`src/rtl/stream_upsizer_if.sv`:
```
// Handshake bundle between the upsizer and its upstream FWFT read port / downstream FIFO write port.
// The master side is the upsizer (issues reads and writes); the slave side is the FIFO pair around it.
interface stream_upsizer_if #(
  parameter int DATA_WIDTH = 32,
  parameter int RATIO      = 4
);
  localparam int CNT_WIDTH = $clog2(RATIO + 1);
  localparam int OUT_WIDTH = RATIO * DATA_WIDTH + CNT_WIDTH + 1;

  logic                  in_empty_n;
  logic                  in_read;
  logic [DATA_WIDTH:0]   in_dout;
  logic                  out_full_n;
  logic                  out_write;
  logic [OUT_WIDTH-1:0]  out_din;

  modport master (
    input  in_empty_n, in_dout, out_full_n,
    output in_read, out_write, out_din
  );

  modport slave (
    output in_empty_n, in_dout, out_full_n,
    input  in_read, out_write, out_din
  );
endinterface

```
`src/rtl/stream_upsizer.sv`:
```
// Packs RATIO narrow {eot, payload} tokens into one {eot, count, lanes} word, flushing partial
// words on eot or after FLUSH_TIMEOUT idle cycles so narrow producers never deadlock wide consumers.
module stream_upsizer #(
  parameter int DATA_WIDTH    = 32,
  parameter int RATIO         = 4,
  parameter int CNT_WIDTH     = $clog2(RATIO + 1),
  parameter int FLUSH_TIMEOUT = 16
) (
  input  logic             clk,
  input  logic             reset,
  stream_upsizer_if.master bus
);
  localparam int ACC_WIDTH  = RATIO * DATA_WIDTH;
  localparam int OUT_WIDTH  = ACC_WIDTH + CNT_WIDTH + 1;
  localparam int LANE_WIDTH = $clog2(RATIO);
  localparam int TMR_WIDTH  = (FLUSH_TIMEOUT > 0) ? $clog2(FLUSH_TIMEOUT + 1) : 1;
  localparam logic [LANE_WIDTH-1:0] LAST_LANE = LANE_WIDTH'(RATIO - 1);
  localparam logic [TMR_WIDTH-1:0]  TMR_LIMIT = TMR_WIDTH'(FLUSH_TIMEOUT);
  localparam logic [CNT_WIDTH-1:0]  FULL_CNT  = CNT_WIDTH'(RATIO);

  logic [ACC_WIDTH-1:0]  acc_reg, acc_next, acc_merged;
  logic [LANE_WIDTH-1:0] lane_reg, lane_next;
  logic [OUT_WIDTH-1:0]  obuf_reg, obuf_next;
  logic                  ovalid_reg, ovalid_next;
  logic [TMR_WIDTH-1:0]  timer_reg, timer_next;

  logic                  tok_eot, partial, completes, ofree;
  logic                  timeout_hit, tmo_flush, do_flush, accept, write;
  logic [DATA_WIDTH-1:0] payload;

  assign payload   = bus.in_dout[DATA_WIDTH-1:0];
  assign tok_eot   = bus.in_dout[DATA_WIDTH];
  assign partial   = (lane_reg != '0);
  assign completes = (lane_reg == LAST_LANE);
  assign ofree     = ~ovalid_reg | bus.out_full_n;

  assign timeout_hit = (FLUSH_TIMEOUT > 0) && partial && (timer_reg == TMR_LIMIT);
  assign tmo_flush   = timeout_hit & ofree;
  // An eot arriving on a partial word first pushes the partial out; the eot itself stays queued.
  assign do_flush    = tmo_flush | (bus.in_empty_n & tok_eot & partial & ofree);

  always_comb begin
    accept = 1'b0;
    if (!reset && bus.in_empty_n && !tmo_flush) begin
      if (tok_eot) begin
        accept = !partial && ofree;
      end else begin
        accept = !completes || ofree;
      end
    end
  end

  assign write         = ovalid_reg & bus.out_full_n & ~reset;
  assign bus.in_read   = accept;
  assign bus.out_write = write;
  assign bus.out_din   = obuf_reg;

  // Incoming payload lands in the lane selected by lane_reg; lane 0 sits at the LSBs.
  generate
    for (genvar gi = 0; gi < RATIO; gi++) begin : g_lane
      assign acc_merged[gi*DATA_WIDTH +: DATA_WIDTH] =
        (lane_reg == LANE_WIDTH'(gi)) ? payload : acc_reg[gi*DATA_WIDTH +: DATA_WIDTH];
    end
  endgenerate

  always_comb begin
    acc_next    = acc_reg;
    lane_next   = lane_reg;
    obuf_next   = obuf_reg;
    ovalid_next = ovalid_reg & ~write;
    timer_next  = timer_reg;

    if (do_flush) begin
      // Unused lanes are already zero because acc is cleared whenever a word leaves.
      obuf_next   = {1'b0, CNT_WIDTH'(lane_reg), acc_reg};
      ovalid_next = 1'b1;
      lane_next   = '0;
      acc_next    = '0;
    end else if (accept) begin
      if (tok_eot) begin
        obuf_next   = {1'b1, {CNT_WIDTH{1'b0}}, {ACC_WIDTH{1'b0}}};
        ovalid_next = 1'b1;
      end else if (completes) begin
        obuf_next   = {1'b0, FULL_CNT, acc_merged};
        ovalid_next = 1'b1;
        lane_next   = '0;
        acc_next    = '0;
      end else begin
        acc_next  = acc_merged;
        lane_next = lane_reg + 1'b1;
      end
    end

    // Idle timer saturates at the limit so a blocked flush fires as soon as the slot frees.
    if (FLUSH_TIMEOUT == 0 || !partial || accept || do_flush) begin
      timer_next = '0;
    end else if (!bus.in_empty_n && timer_reg != TMR_LIMIT) begin
      timer_next = timer_reg + 1'b1;
    end
  end

  always_ff @(posedge clk) begin
    if (reset) begin
      acc_reg    <= '0;
      lane_reg   <= '0;
      obuf_reg   <= '0;
      ovalid_reg <= 1'b0;
      timer_reg  <= '0;
    end else begin
      acc_reg    <= acc_next;
      lane_reg   <= lane_next;
      obuf_reg   <= obuf_next;
      ovalid_reg <= ovalid_next;
      timer_reg  <= timer_next;
    end
  end
endmodule

```
`src/flat_wrapper.sv`:
```
// flat-port wrapper written by rule: the top's interface ports become plain ports
module stream_upsizer_flat 
#(
  parameter int DATA_WIDTH    = 32,
  parameter int RATIO         = 4,
  parameter int CNT_WIDTH     = $clog2(RATIO + 1),
  parameter int FLUSH_TIMEOUT = 16
)
  (clk, reset, bus_in_empty_n, bus_in_dout, bus_out_full_n, bus_in_read, bus_out_write, bus_out_din);
  stream_upsizer_if #(.DATA_WIDTH(DATA_WIDTH), .RATIO(RATIO)) bus_i ();
  input  logic clk;
  input  logic reset;
  input wire logic [$bits(bus_i.in_empty_n)-1:0] bus_in_empty_n;
  input wire logic [$bits(bus_i.in_dout)-1:0] bus_in_dout;
  input wire logic [$bits(bus_i.out_full_n)-1:0] bus_out_full_n;
  output wire logic [$bits(bus_i.in_read)-1:0] bus_in_read;
  output wire logic [$bits(bus_i.out_write)-1:0] bus_out_write;
  output wire logic [$bits(bus_i.out_din)-1:0] bus_out_din;
  assign bus_i.in_empty_n = bus_in_empty_n;
  assign bus_i.in_dout = bus_in_dout;
  assign bus_i.out_full_n = bus_out_full_n;
  assign bus_in_read = bus_i.in_read;
  assign bus_out_write = bus_i.out_write;
  assign bus_out_din = bus_i.out_din;
  stream_upsizer #(.DATA_WIDTH(DATA_WIDTH), .RATIO(RATIO), .CNT_WIDTH(CNT_WIDTH), .FLUSH_TIMEOUT(FLUSH_TIMEOUT)) u_core (.clk(clk), .reset(reset), .bus(bus_i));
endmodule
```
`config.mk`:
```
export PLATFORM = sky130hd
export DESIGN_NAME = stream_upsizer_flat
export DESIGN_NICKNAME = d
export VERILOG_FILES = /design/src/rtl/stream_upsizer_if.sv /design/src/rtl/stream_upsizer.sv /design/src/flat_wrapper.sv
export SDC_FILE = /design/constraint.sdc
export NUM_CORES = 1
export LEC_CHECK = 0
export BUFFER_PORTS_ARGS = -buffer_cell sky130_fd_sc_hd__buf_2
export CAP_MARGIN = 25
export CORE_MARGIN = 1.5
export CORE_UTILIZATION = 30
export DETAILED_ROUTE_END_ITERATION = 7
export GPL_ROUTABILITY_DRIVEN = 0
export SYNTH_ARGS = -nofsm -noshare
export SYNTH_HDL_FRONTEND = slang
export SYNTH_SLANG_ARGS = --single-unit
```
`constraint.sdc`:
```
create_clock -name clk -period 2.2 [get_ports clk]
set_input_delay 0.22 -clock clk [delete_from_list [all_inputs] [get_ports clk]]
set_output_delay 0.22 -clock clk [all_outputs]
set_load 0.01 [all_outputs]
```
==> run_results.csv, run 1 <==
group,metric,value,unit
status,status,"finished, final reports clean",
final_layout,fin_util,39.6,%
synthesis,synth-seq-area-share,46.4,%
synthesis,ys_seq_elements,268,
setup_path,path_class,"register to register",
clock_network,root_buffer,"clkbuf_16",
synthesis,synthFlopType,"dfxtp_1",
clock_network,worstSkewPairLatency,0.55,ns
final_layout,largest_reg_flops,132,
placement,port_buffers,170,
synthesis,avgSynthCellArea,9.71,um^2
pwr,seq_power_share,45.0,%
global_route,gr-total-overflow,0,
routing,vias_per_cell,5.44,
final_layout,multi_input_area,5840,um^2
job,drv_cap,0,
setup_path,reg2reg_depth,8,
final_layout,final_cell_mix,"dfxtp_1 (265), buf_2 (170), a21oi_1 (165)",
routing,dr_total_vias,10400,
setup_path,worstPathMaxFanout,19,
pwr,peakVddDrop,0.000493,V
clock_network,cts_buffer_depth,3,
floorplanning,initial_core_util,30.6,%
final_layout,stdcell_count,1912,
floorplanning,coreArea,37800,um^2
timing,setup_viol,0,
clock_network,clock-sinks,268,
synthesis,synth_fp_nets,1235,
floorplanning,die_area,39800,um^2
setup_path,r2r-start,"u_core.lane_reg[0]",
floorplanning,rows,71,
setup_path,r2r-end,"u_core.acc_reg[56]",
final_layout,seq_area,5370,um^2
routing,drc,0,
setup_path,start_kind,"register",
pwr,combPwrFrac,10.6,%
timing,period_share,97.4,%
timing,max_slew_margin,70.5,%
timing,skew,0.0121,ns
timing,fin_hold_ws,0.0193,ns
min_path,min_to,"u_core.acc_reg[10]",
synthesis,ys_warn_count,0,
min_path,hold_start,"bus_in_dout[10]",
global_route,grt_pass1_vias,10100,
synthesis,synthCells,1192,
floorplanning,fp.dieH,199,um
routing,dr.first_iter.drc_count,754,
placement,post-place-ws,-0.287,ns
setup_path,end_kind,"register",
pwr,clockPowerShare,44.4,%
synthesis,netlist_area,11600,um^2
synthesis,yosys-top-cells-area,"dfxtp_1 (46%), mux2_2 (9.4%), a22oi_1 (8.3%)",
pwr,p_switching,2840,uW
synthesis,synth_top_area_cell,"dfxtp_1",
timing,tightest_slew,0.443,ns
global_route,grt_max_degree,84,
final_layout,area_delta_synth_final,29.4,%
min_path,hold_path.class,"primary input to register",
placement,place_inst,1814,
routing,ant_nets,0,
routing,firstDrtPassIters,5,
routing,drt_wl_total,39900,um
placement,detailed_place_hpwl,24600,um
final_layout,nets,1422,
final_layout,final_layout_size_suffix_gt1_share,33.7,%
pwr,p_sw_share,25.0,%
routing,wl_per_cell,20.9,um
synthesis,synth_top_area_share,46.4,%
timing,max_freq,467,MHz
clock_network,h-tree-depth,1,
pwr,leakage,0.00614,uW
floorplanning,die_x,199,um
pwr,power_per_cell_area,757,nW/um^2
setup_path,critPathArrivalTime,2.58,ns
synthesis,ys_types,45,
clock_network,cts_buffers,29,
pwr,power.internal,8500,uW
timing,final.min_clock_period,2.14,ns
global_route,grt_antenna_before_repair,1,
timing,final_hold_viol_count,0,
clock_network,path_clk_slew,0.06,ns
final_layout,final_common_cell,"dfxtp_1",
min_path,hold_depth,3,
clock_network,cts_tree,"done",
timing,setup_ws,0.0569,ns
synthesis,synth_edf_count,0,
setup_path,reg2reg_slack,0.06,ns
floorplanning,ioPinCount,171,
global_route,grt_usage,19.1,%
timing,final_max_slew_viol_count,0,
pwr,power,11300,uW
global_route,grt_pass1_wl,59400,um
final_layout,fillers,3771,
setup_path,required,2.64,ns
synthesis,synthArstFlopShare,0,%
## worst max-delay path, stage by stage, from the launching register on
cell,delay [ns]
dfxtp_1,0.38
ha_2,0.21
buf_6,0.18
nor4b_2,0.07
buf_4,0.17
nor2b_2,0.20
o311a_4,0.41
buf_4,0.17
a22o_1,0.23
## Yosys cell counts, types with 4 or more instances
cell,number
a21oi_1,167
a22o_1,65
a22oi_1,128
a31oi_1,36
and2_1,33
buf_1,4
buf_2,30
buf_6,6
clkbuf_1,89
dfxtp_1,268
ha_1,6
inv_1,6
mux2_2,97
nand2_1,39
nor2_1,7
nor3_1,5
o21ai_0,39
o31ai_1,96
or2_2,32
## cells by family after synthesis
logic type / synth area share, %
simple gates: 6.86
xor+xnor: 0.151
buf+inv: 5.29
flops: 46.4
fa+ha+maj: 0.649
mux: 9.44
compound gates: 31.3
## per-layer routing
metal / global-route usage (%) / vias up / part of all wire (%)
met5: 0 / - / 0
met4: 5.82 / 0 / 2.6
met3: 3.24 / 51 / 6.2
met2: 30.9 / 321 / 46
met1: 25.8 / 5133 / 45
li1: - / 4899 / -
## worst max path at each step
stage,depth (start not counted),from,slack (ns),endpoint
finish,8,u_core.lane_reg[0],0.06,u_core.acc_reg[56]
global route,7,u_core.timer_reg[1],-0.01,bus_in_read
CTS,8,u_core.lane_reg[0],-0.04,u_core.acc_reg[32]
detailed placement,7,u_core.lane_reg[0],-0.29,u_core.bus.out_din[128]
global placement,7,u_core.lane_reg[0],-0.22,u_core.bus.out_din[129]
floorplan,11,u_core.timer_reg[0],0.12,u_core.bus.out_din[55]
## final cells by class
type                            instances  area share (%)
Clock buffer                           41            5.61
Sequential cell                       268            35.8
Clock inverter                         11           0.935
Tap cell                              511            4.27
Antenna cell                            1          0.0167
Multi-Input combinational cell        790            39.0
Inverter                                6           0.184
Timing Repair Buffer                  284            14.2
## power by group through the flow
| stage | clock network (uW) | logic, uW | registers, uW |
|---|---|---|---|
| after CTS | 5150 | 1140 | 5090 |
| after detailed placement | 0 | 1090 | 5200 |
| final | 5040 | 1200 | 5100 |
| after global routing | 5350 | 1300 | 5110 |
| after global placement | 0 | 1070 | 5200 |
| after floorplan | 0 | 550 | 5240 |
## metrics by stage
stage	area [um^2]	setup TNS [ns]
after floorplan	11600	0
after global placement	13400	-15.76
after detailed placement	13400	-24.73
after CTS	14700	-1.02
after global routing	15000	-0.0145
final	15000	0
## what timing repair did
action,CTS,global route
buffers inserted,3,9
pin swaps,2,6
gates cloned,0,4
hold endpoints to repair,55,0
hold buffers,29,0
endpoints found under the setup margin,184,174
resized for setup,10,30
Power figures use the tool's default switching activity.
==> inputs of run 2 (changes only) <==
==> constraint.sdc (replaced) <==
create_clock -name clk -period 2.2 [get_ports clk]
set_input_delay 0.22 -clock clk [delete_from_list [all_inputs] [get_ports clk]]
set_output_delay 0.22 -clock clk [all_outputs]
set_load 0.005 [all_outputs]
==> run 2 against run 1 <==
Compared with the run above: utilization is essentially flat; clock power is 5.8% higher; first-iteration DRC count grew 13%; sequential power barely moved; cell count decreased by 0.10%; maximum frequency fell by 0.20%; non-clock buffer count unchanged; sequential cell count did not move; total power grew 2.1%; critical path depth is 3 lower; critical path type is now register to primary output; largest cell class unchanged; largest power group is now the clock network.
==> run_results.csv, run 2 (synthesis results as in run 1) <==
group,metric,value,unit
final_layout,final_cell_mix,"dfxtp_1 (265), buf_2 (170), a21oi_1 (165)",
global_route,use_met3,3.54,%
status,status,"finished, final reports clean",
pwr,p_sw_share,24.6,%
timing,max_freq,466,MHz
pwr,p_switching,2850,uW
final_layout,fin_util,39.6,%
routing,dr.first_iter.drc_count,855,
min_path,hold_path.class,"primary input to register",
final_layout,final_common_cell,"dfxtp_1",
timing,final_hold_viol_count,0,
clock_network,cts_buffer_depth,3,
setup_path,worstPathMaxFanout,19,
timing,tightest_slew,0.430,ns
routing,wl_per_cell,20.8,um
timing,skew,0.0215,ns
global_route,busiest_layer,"met2",
final_layout,nets,1422,
setup_path,start_kind,"register",
floorplanning,fp.dieH,199,um
clock_network,cts_tree,"done",
floorplanning,die_area,39800,um^2
global_route,use_met2,31.8,%
setup_path,end_kind,"primary output",
final_layout,fillers,3785,
placement,post_dp_cell_area,13400,um^2
clock_network,worstSkewPairLatency,0.56,ns
clock_network,path_clk_slew,0.06,ns
pwr,combPwrFrac,9.9,%
global_route,grt_usage,19.4,%
setup_path,reg2reg_depth,6,
final_layout,antenna_cells,0,
pwr,clockPowerShare,46.0,%
setup_path,r2r-end,"u_core.lane_reg[1]",
placement,detailed_place_hpwl,24700,um
final_layout,postLayoutCellArea,15000,um^2
job,drv_cap,0,
routing,dr_total_vias,10400,
global_route,grt_use_met1,26.1,%
timing,setup_viol,0,
routing,drc,0,
timing,period_share,97.6,%
routing,ant_nets,0,
pwr,power.internal,8730,uW
final_layout,final_layout_size_suffix_gt1_share,33.7,%
floorplanning,ioPinCount,171,
final_layout,area_delta_synth_final,29.6,%
timing,final_max_slew_viol_count,0,
global_route,grt_antenna_before_repair,0,
setup_path,required,1.98,ns
pwr,power_per_cell_area,772,nW/um^2
floorplanning,initial_core_util,30.6,%
global_route,gr-total-overflow,0,
setup_path,path_class,"register to primary output",
floorplanning,coreArea,37800,um^2
setup_path,critPathArrivalTime,1.93,ns
floorplanning,die_x,199,um
setup_path,critPathCapture,"bus_in_read",
setup_path,reg2reg_slack,0.07,ns
clock_network,cts_buffers,30,
clock_network,root_buffer,"clkbuf_16",
pwr,peakVddDrop,0.000634,V
global_route,grt_pass1_wl,60000,um
setup_path,critPathLaunch,"u_core.lane_reg[0]",
placement,port_buffers,170,
clock_network,h-tree-depth,1,
final_layout,largest_reg_flops,132,
pwr,leakage,0.00617,uW
timing,final.min_clock_period,2.15,ns
routing,vias_per_cell,5.44,
routing,drt_wl_total,39700,um
routing,firstDrtPassIters,7,
floorplanning,rows,71,
timing,max_slew_margin,71.3,%
global_route,grt_pass1_vias,9965,
global_route,grt_max_degree,84,
clock_network,clock-sinks,268,
pwr,seq_power_share,44.0,%
setup_path,r2r-start,"u_core.lane_reg[0]",
run 2: cell types whose count changed in the layout (fill, tap and decap cells not counted), moves of 2 or more:
cell,change
clkbuf_1,-4
clkinv_2,+3
buf_4,+2
bufinv_16,+2
clkbuf_8,-2
dlygate4sd3_1,-2
inv_1,+2
inv_2,-2
o311a_4,-2
run 2: cell type report:
class | count | area, um^2 | share of cell area, %
Multi-Input combinational cell | 789 | 5790 | 38.6
Sequential cell | 268 | 5370 | 35.8
Timing Repair Buffer | 284 | 2120 | 14.2
Clock buffer | 36 | 823 | 5.49
Tap cell | 511 | 639 | 4.26
Clock inverter | 16 | 223 | 1.48
Inverter | 6 | 27.5 | 0.184
run 2: what timing repair did:
item / CTS / global route
gates cloned: 2 / 1
setup buffers: 8 / 6
hold buffers: 27 / 0
endpoints found under the hold margin: 55 / 0
gates resized for setup: 12 / 20
pin swaps: 0 / 5
endpoints found under the setup margin: 176 / 225
run 2: worst min path at each step:
stage	from	end	slack (ns)	depth (start not counted)
detailed placement	u_core.acc_reg[127]	u_core.acc_reg[127]	0.44	1
floorplan	bus_in_dout[1]	u_core.acc_reg[33]	0.35	1
finish	bus_in_dout[27]	u_core.acc_reg[27]	0.02	3
CTS	bus_in_dout[23]	u_core.acc_reg[23]	0.0008	3
global placement	u_core.acc_reg[97]	u_core.acc_reg[97]	0.44	1
global route	bus_in_dout[23]	u_core.acc_reg[23]	0.007	3
run 2: per-layer routing:
metal  routed length [um]  vias to the layer above
met5                    0                        -
met4                  834                        0
met3                 2320                       46
met2                18300                      350
met1                18200                     5097
li1                     -                     4906
run 2: critical path: stages (launching register included):
cell	delay (ns)
dfxtp_1	0.34
ha_1	0.23
buf_6	0.17
a211o_1	0.28
a21oi_2	0.20
buf_2	0.15
run 2: power groups by stage:
stage | registers, uW | logic (uW) | clock network (uW)
3_5_place_dp | 5200 | 1040 | 0
2_1_floorplan | 5190 | 550 | 0
4_1_cts | 5090 | 1120 | 5430
6_report | 5100 | 1150 | 5330
3_3_place_gp | 5200 | 1030 | 0
5_1_grt | 5110 | 1240 | 5620
run 2: stage by stage:
| step | hold WS [ns] | total power [uW] | setup slack [ns] | instances | setup TNS (ns) |
|---|---|---|---|---|---|
| after CTS | 0.000811 | 11600 | -0.0114 | 1903 | -0.0114 |
| after global placement | 0.442 | 6220 | -0.255 | 1814 | -18.12 |
| final | 0.0157 | 11600 | 0.0527 | 1910 | 0 |
| after global routing | 0.00659 | 12000 | -0.0262 | 1910 | -0.281 |
| after floorplan | 0.345 | 5740 | 0.123 | 1192 | 0 |
| after detailed placement | 0.444 | 6240 | -0.357 | 1814 | -30.69 |
